File: config.mk
export PLATFORM = sky130hd
export DESIGN_NAME = prio_key_encoder
export DESIGN_NICKNAME = d
export VERILOG_FILES = /design/src/rtl/prio_key_encoder.sv
export SDC_FILE = /design/constraint.sdc
export NUM_CORES = 1
export LEC_CHECK = 0
export BUFFER_PORTS_ARGS = -buffer_cell sky130_fd_sc_hd__buf_2
export CORE_MARGIN = 3
export CORE_UTILIZATION = 56
export CTS_CLUSTER_SIZE = 14
export DETAILED_ROUTE_END_ITERATION = 10
export HOLD_SLACK_MARGIN = 0.08
export PLACE_DENSITY_LB_ADDON = 0.12
export SKIP_LAST_GASP = 1
export SLEW_MARGIN = 25
export SYNTH_ARGS = -nofsm -noshare
export SYNTH_HDL_FRONTEND = slang
export SYNTH_SLANG_ARGS = --single-unit
export TNS_END_PERCENT = 1
File: constraint.sdc
create_clock -name clk -period 2.95 [get_ports clk]
set_input_delay 0.59 -clock clk [delete_from_list [all_inputs] [get_ports clk]]
set_output_delay 0.59 -clock clk [all_outputs]
set_load 0.05 [all_outputs]
File: src/rtl/prio_key_encoder.sv
`default_nettype none
// ============================================================================
// Module   : prio_key_encoder
// Brief    : Debounced priority encoder for active-low key lines with a
//            valid/ready handshake and a saturating accepted-press counter.
// Revision : 1.0 - initial release
// ============================================================================
module prio_key_encoder #(
    parameter int N_IN           = 9,
    parameter int DEB_CYCLES     = 4,
    parameter int ACTIVE_LOW_OUT = 1,
    localparam int CW            = $clog2(N_IN + 1)
) (
    input  logic            clk,
    input  logic            rst_n,
    input  logic [N_IN-1:0] a_n,
    input  logic            ready_i,
    output logic            valid_o,
    output logic [CW-1:0]   code_o,
    output logic            busy_o,
    output logic [7:0]      press_cnt_o
);

    generate
        if (N_IN < 2 || N_IN > 15 || DEB_CYCLES < 1 || DEB_CYCLES > 255) begin : g_param_check
            $error("prio_key_encoder: N_IN must be 2..15 and DEB_CYCLES 1..255");
        end
    endgenerate

    localparam logic [7:0]    c_deb_last  = 8'(DEB_CYCLES - 1);
    localparam logic [CW-1:0] c_idle_code = (ACTIVE_LOW_OUT != 0) ? '1 : '0;

    typedef enum logic [1:0] {
        ST_IDLE     = 2'd0,
        ST_DEBOUNCE = 2'd1,
        ST_PRESENT  = 2'd2,
        ST_RELEASE  = 2'd3
    } state_t;

    state_t          r_state, w_state_nxt;
    logic [N_IN-1:0] r_sync1, r_sync2;
    logic [CW-1:0]   w_enc;
    logic [CW-1:0]   r_cand, w_cand_nxt;
    logic [CW-1:0]   r_code, w_code_nxt;
    logic [7:0]      r_cnt, w_cnt_nxt;
    logic [7:0]      r_press, w_press_nxt;
    logic            r_valid, w_valid_nxt;
    logic            r_busy;

    function automatic logic [CW-1:0] fmt_code(input logic [CW-1:0] v);
        return (ACTIVE_LOW_OUT != 0) ? ~v : v;
    endfunction

    // Higher indices overwrite lower ones, so the highest low line wins.
    always_comb begin
        w_enc = '0;
        for (int i = 0; i < N_IN; i++) begin
            if (!r_sync2[i]) begin
                w_enc = CW'(i + 1);
            end
        end
    end

    always_comb begin
        w_state_nxt = r_state;
        w_cand_nxt  = r_cand;
        w_cnt_nxt   = r_cnt;
        w_valid_nxt = r_valid;
        w_code_nxt  = r_code;
        w_press_nxt = r_press;
        case (r_state)
            ST_IDLE: begin
                if (w_enc != '0) begin
                    w_cand_nxt  = w_enc;
                    w_cnt_nxt   = '0;
                    w_state_nxt = ST_DEBOUNCE;
                end
            end
            ST_DEBOUNCE: begin
                if (w_enc == '0) begin
                    w_state_nxt = ST_IDLE;
                end else if (w_enc != r_cand) begin
                    w_cand_nxt = w_enc;
                    w_cnt_nxt  = '0;
                end else if (r_cnt == c_deb_last) begin
                    w_state_nxt = ST_PRESENT;
                    w_valid_nxt = 1'b1;
                    w_code_nxt  = fmt_code(r_cand);
                end else begin
                    w_cnt_nxt = r_cnt + 8'd1;
                end
            end
            ST_PRESENT: begin
                // Key lines are deliberately not looked at while the code waits.
                if (ready_i) begin
                    w_valid_nxt = 1'b0;
                    w_code_nxt  = c_idle_code;
                    w_press_nxt = (r_press == 8'hFF) ? r_press : r_press + 8'd1;
                    w_cnt_nxt   = '0;
                    w_state_nxt = ST_RELEASE;
                end
            end
            ST_RELEASE: begin
                if (w_enc != '0) begin
                    w_cnt_nxt = '0;
                end else if (r_cnt == c_deb_last) begin
                    w_cnt_nxt   = '0;
                    w_state_nxt = ST_IDLE;
                end else begin
                    w_cnt_nxt = r_cnt + 8'd1;
                end
            end
            default: begin
                w_state_nxt = ST_IDLE;
            end
        endcase
    end

    always_ff @(posedge clk or negedge rst_n) begin
        if (!rst_n) begin
            r_sync1 <= '1;
            r_sync2 <= '1;
            r_state <= ST_IDLE;
            r_cand  <= '0;
            r_cnt   <= '0;
            r_valid <= 1'b0;
            r_code  <= c_idle_code;
            r_press <= '0;
            r_busy  <= 1'b0;
        end else begin
            r_sync1 <= a_n;
            r_sync2 <= r_sync1;
            r_state <= w_state_nxt;
            r_cand  <= w_cand_nxt;
            r_cnt   <= w_cnt_nxt;
            r_valid <= w_valid_nxt;
            r_code  <= w_code_nxt;
            r_press <= w_press_nxt;
            // Registered copy of the next-state decode keeps busy_o flop-driven.
            r_busy  <= (w_state_nxt != ST_IDLE);
        end
    end

    assign valid_o     = r_valid;
    assign code_o      = r_code;
    assign busy_o      = r_busy;
    assign press_cnt_o = r_press;

endmodule
`default_nettype wire

==> impl_metrics.yaml <==
run_status:
  status: "complete, no violations"
global_routing:
  gr-total-overflow: 0
  grt_pass1_vias: 1262
  antenna_found_initial: 0
  grt_pass1_wl_microns: 5870
  grt_util_all_layers_pct: 17.7
  grt_max_degree: 47
clock_tree:
  cts_buffer_depth: 2
  numCtsBuffers: 5
  cts-root-buf: "clkbuf_8"
  clkTransAtPathRegs_ps: 100
  ctsHoldBuffers: 0
  cts_sinks: 46
  h-tree-depth: 2
  cts-resized-gates: 0
  clock_latency_ps: 310
  post_cts_buffers: 0
  cts_tree: "yes"
logic_synthesis:
  ys_seq_area_share_pct: 57.0
  syn_inst: 167
  synth-warning-count: 0
  async_flop_share_pct: 100
  synth_ff_type: "dfrtp_1"
  synth_edf_count: 0
  yosys.area.top_type_share_pct: 29.0
  ys_types: 47
  synth_seq_cells: 46
  synth_area_sq_um: 2070
  syn_avg_cell_area_sq_um: 12.4
  yosys.area.top_type: "dfrtp_1"
  synth_fp_nets: 181
  yosys-top-cells-area: "dfrtp_1 (29%), dfstp_2 (28%), xnor2_1 (3.0%)"
finish:
  fin_nets: 213
  postLayoutCellArea_sq_um: 2350
  final_cell_mix: "dfrtp_1 (24), buf_2 (24), dfstp_2 (22), nand2_1 (11), nor2_1 (11)"
  drive_above_1_share_pct: 37.0
  area_delta_synth_final_pct: 13.5
  n_antenna_cell: 0
place:
  place_congestion: 0.808
  io_buffers: 25
  dpl_cell_area_sq_um: 2250
  pre_cts_slack_ps: 537
  dp_hpwl_microns: 2440
timing:
  slew_violations: 0
  finalHoldViolations: 0
  fmax_ghz: 0.409
  setup_viol: 0
  worst_slew_pin_slew_ps: 538
  fin_crit_ps: 2440
  setup_tns_ps: 0
  fin_skew_ps: 9.28
  slew_headroom_pct: 64.1
  rsz0062_at_grt: "false"
  fin_ws_ps: 507
  finalCritPeriodShare_pct: 82.8
critical_path:
  timing_worst_setup_path_type: "flip-flop to flip-flop"
  cp_max_fo: 11
  worstPathArrival_ps: 2630
  critical_path_required_ps: 3140
  critPathSlowestCell: "dfstp_2"
  startpoint_type: "flip-flop"
  end_kind: "flip-flop"
  reg2reg_depth: 8
  critical_path.cell_chain: "nand4_2 > or3_1 > or3_4 > o22ai_2 > a31oi_1 > buf_4 > nor2b_4 > mux2_2"
  max_stage_delay_ps: 570
routing:
  drt_pre_antenna_iters: 4
  routed_wl_microns: 3380
  postRouteAntennaNets: 0
  drt-initial-drc-count: 75
  num_vias: 1339
  viasPerCell: 5.44
  drc: 0
  wl_per_cell_microns: 13.7
pwr:
  powerDensity_nw_per_um2: 502
  leakage_nw: 1.08
  total_power_mw: 1.18
  vdd_ir_drop_max_v: 0.000385
floorplan:
  die_h_microns: 66.8
  row_count: 21
  die_w_microns: 66.8
  io_pins: 26
  initial_utilization_pct: 60.1
  dieArea_sq_um: 4460
  core_sq_um: 3440
worst_hold_path:
  hold_class: "input pin to async pin"
flow_run:
  max_cap_violations: 0
[registers in the layout (all words and copies together), names as in the netlist]
name and cells:
r_sync1 9, busy_o 1, r_cand 4, r_state 2, r_sync2 9, press_cnt_o 8
valid_o 1, r_cnt 8, code_o 4
[report_power, final]
group	switching, mW	internal, mW	total [mW]
combinational	0.0560	0.0372	0.0932
sequential	0.0181	0.662	0.680
clock	0.229	0.176	0.406
[worst paths after layout]
path | end | startpoint | slack [ps]
min in group clk | r_sync2[5]$_DFF_PN1_ | r_sync1[5]$_DFF_PN1_ | 350
min reg2reg | r_sync2[5]$_DFF_PN1_ | r_sync1[5]$_DFF_PN1_ | 350
max in group asynchronous | r_sync2[1]$_DFF_PN1_ | rst_n | 2310
max | r_cnt[0]$_DFFE_PN0P_ | r_sync2[5]$_DFF_PN1_ | 510
min | r_cand[2]$_DFFE_PN0P_ | rst_n | 250
max reg2reg | r_cnt[0]$_DFFE_PN0P_ | r_sync2[5]$_DFF_PN1_ | 510
[worst max-delay path, delay by kind of cell, from the launching register on]
kind / cells / cell delay (ps)
simple gates: 4 / 1090
flops: 1 / 570
mux: 1 / 270
compound gates: 2 / 210
buf+inv: 1 / 180
[area by class of cell]
cell class,instances,area [sq um]
fill,272,1090
multi-input combinational,114,856
clock inverter,3,26.3
tap,46,57.6
timing repair buffer,27,143
sequential,46,1180
clock buffer,5,68.8
inverter,5,18.8
[cell usage after synthesis, types with 4 or more instances]
| cell type | number |
|---|---|
| mux2i_1 | 5 |
| o21ai_1 | 6 |
| nor2b_1 | 5 |
| inv_1 | 5 |
| a31oi_1 | 5 |
| nand2_1 | 11 |
| a22o_1 | 4 |
| xnor2_1 | 7 |
| and3_1 | 9 |
| nor2_1 | 11 |
| mux2_2 | 5 |
| dfrtp_1 | 24 |
| dfstp_2 | 22 |
[logic make-up (layout without fill, tap and decap cells)]
logic type,after synthesis,count (layout),share of synthesized area [%]
simple gates,61,61,18.6
flops,46,46,57.0
compound gates,32,32,12.6
mux,10,10,5.14
xor+xnor,9,9,3.81
buf+inv,7,40,1.69
fa+ha+maj,2,2,1.21
[metrics by stage]
| stage | utilization (%) | cells | hold WS [ps] |
|---|---|---|---|
| after global routing | 68.2 | 246 | 292 |
| after global placement | 65.4 | 238 | 346 |
| after CTS | 68.2 | 246 | 357 |
| final | 68.2 | 246 | 249 |
| after floorplan | - | 167 | 294 |
| after detailed placement | 65.4 | 238 | 347 |
[metal layers]
layer | vias up | track usage, % | wire length, microns
li1 | 667 | - | -
met5 | - | 0 | 0
met4 | 0 | 7.87 | 69
met2 | 39 | 27.2 | 1610
met1 | 625 | 23.7 | 1510
met3 | 8 | 4.05 | 186
No activity file was read; power rests on OpenSTA's default activity.
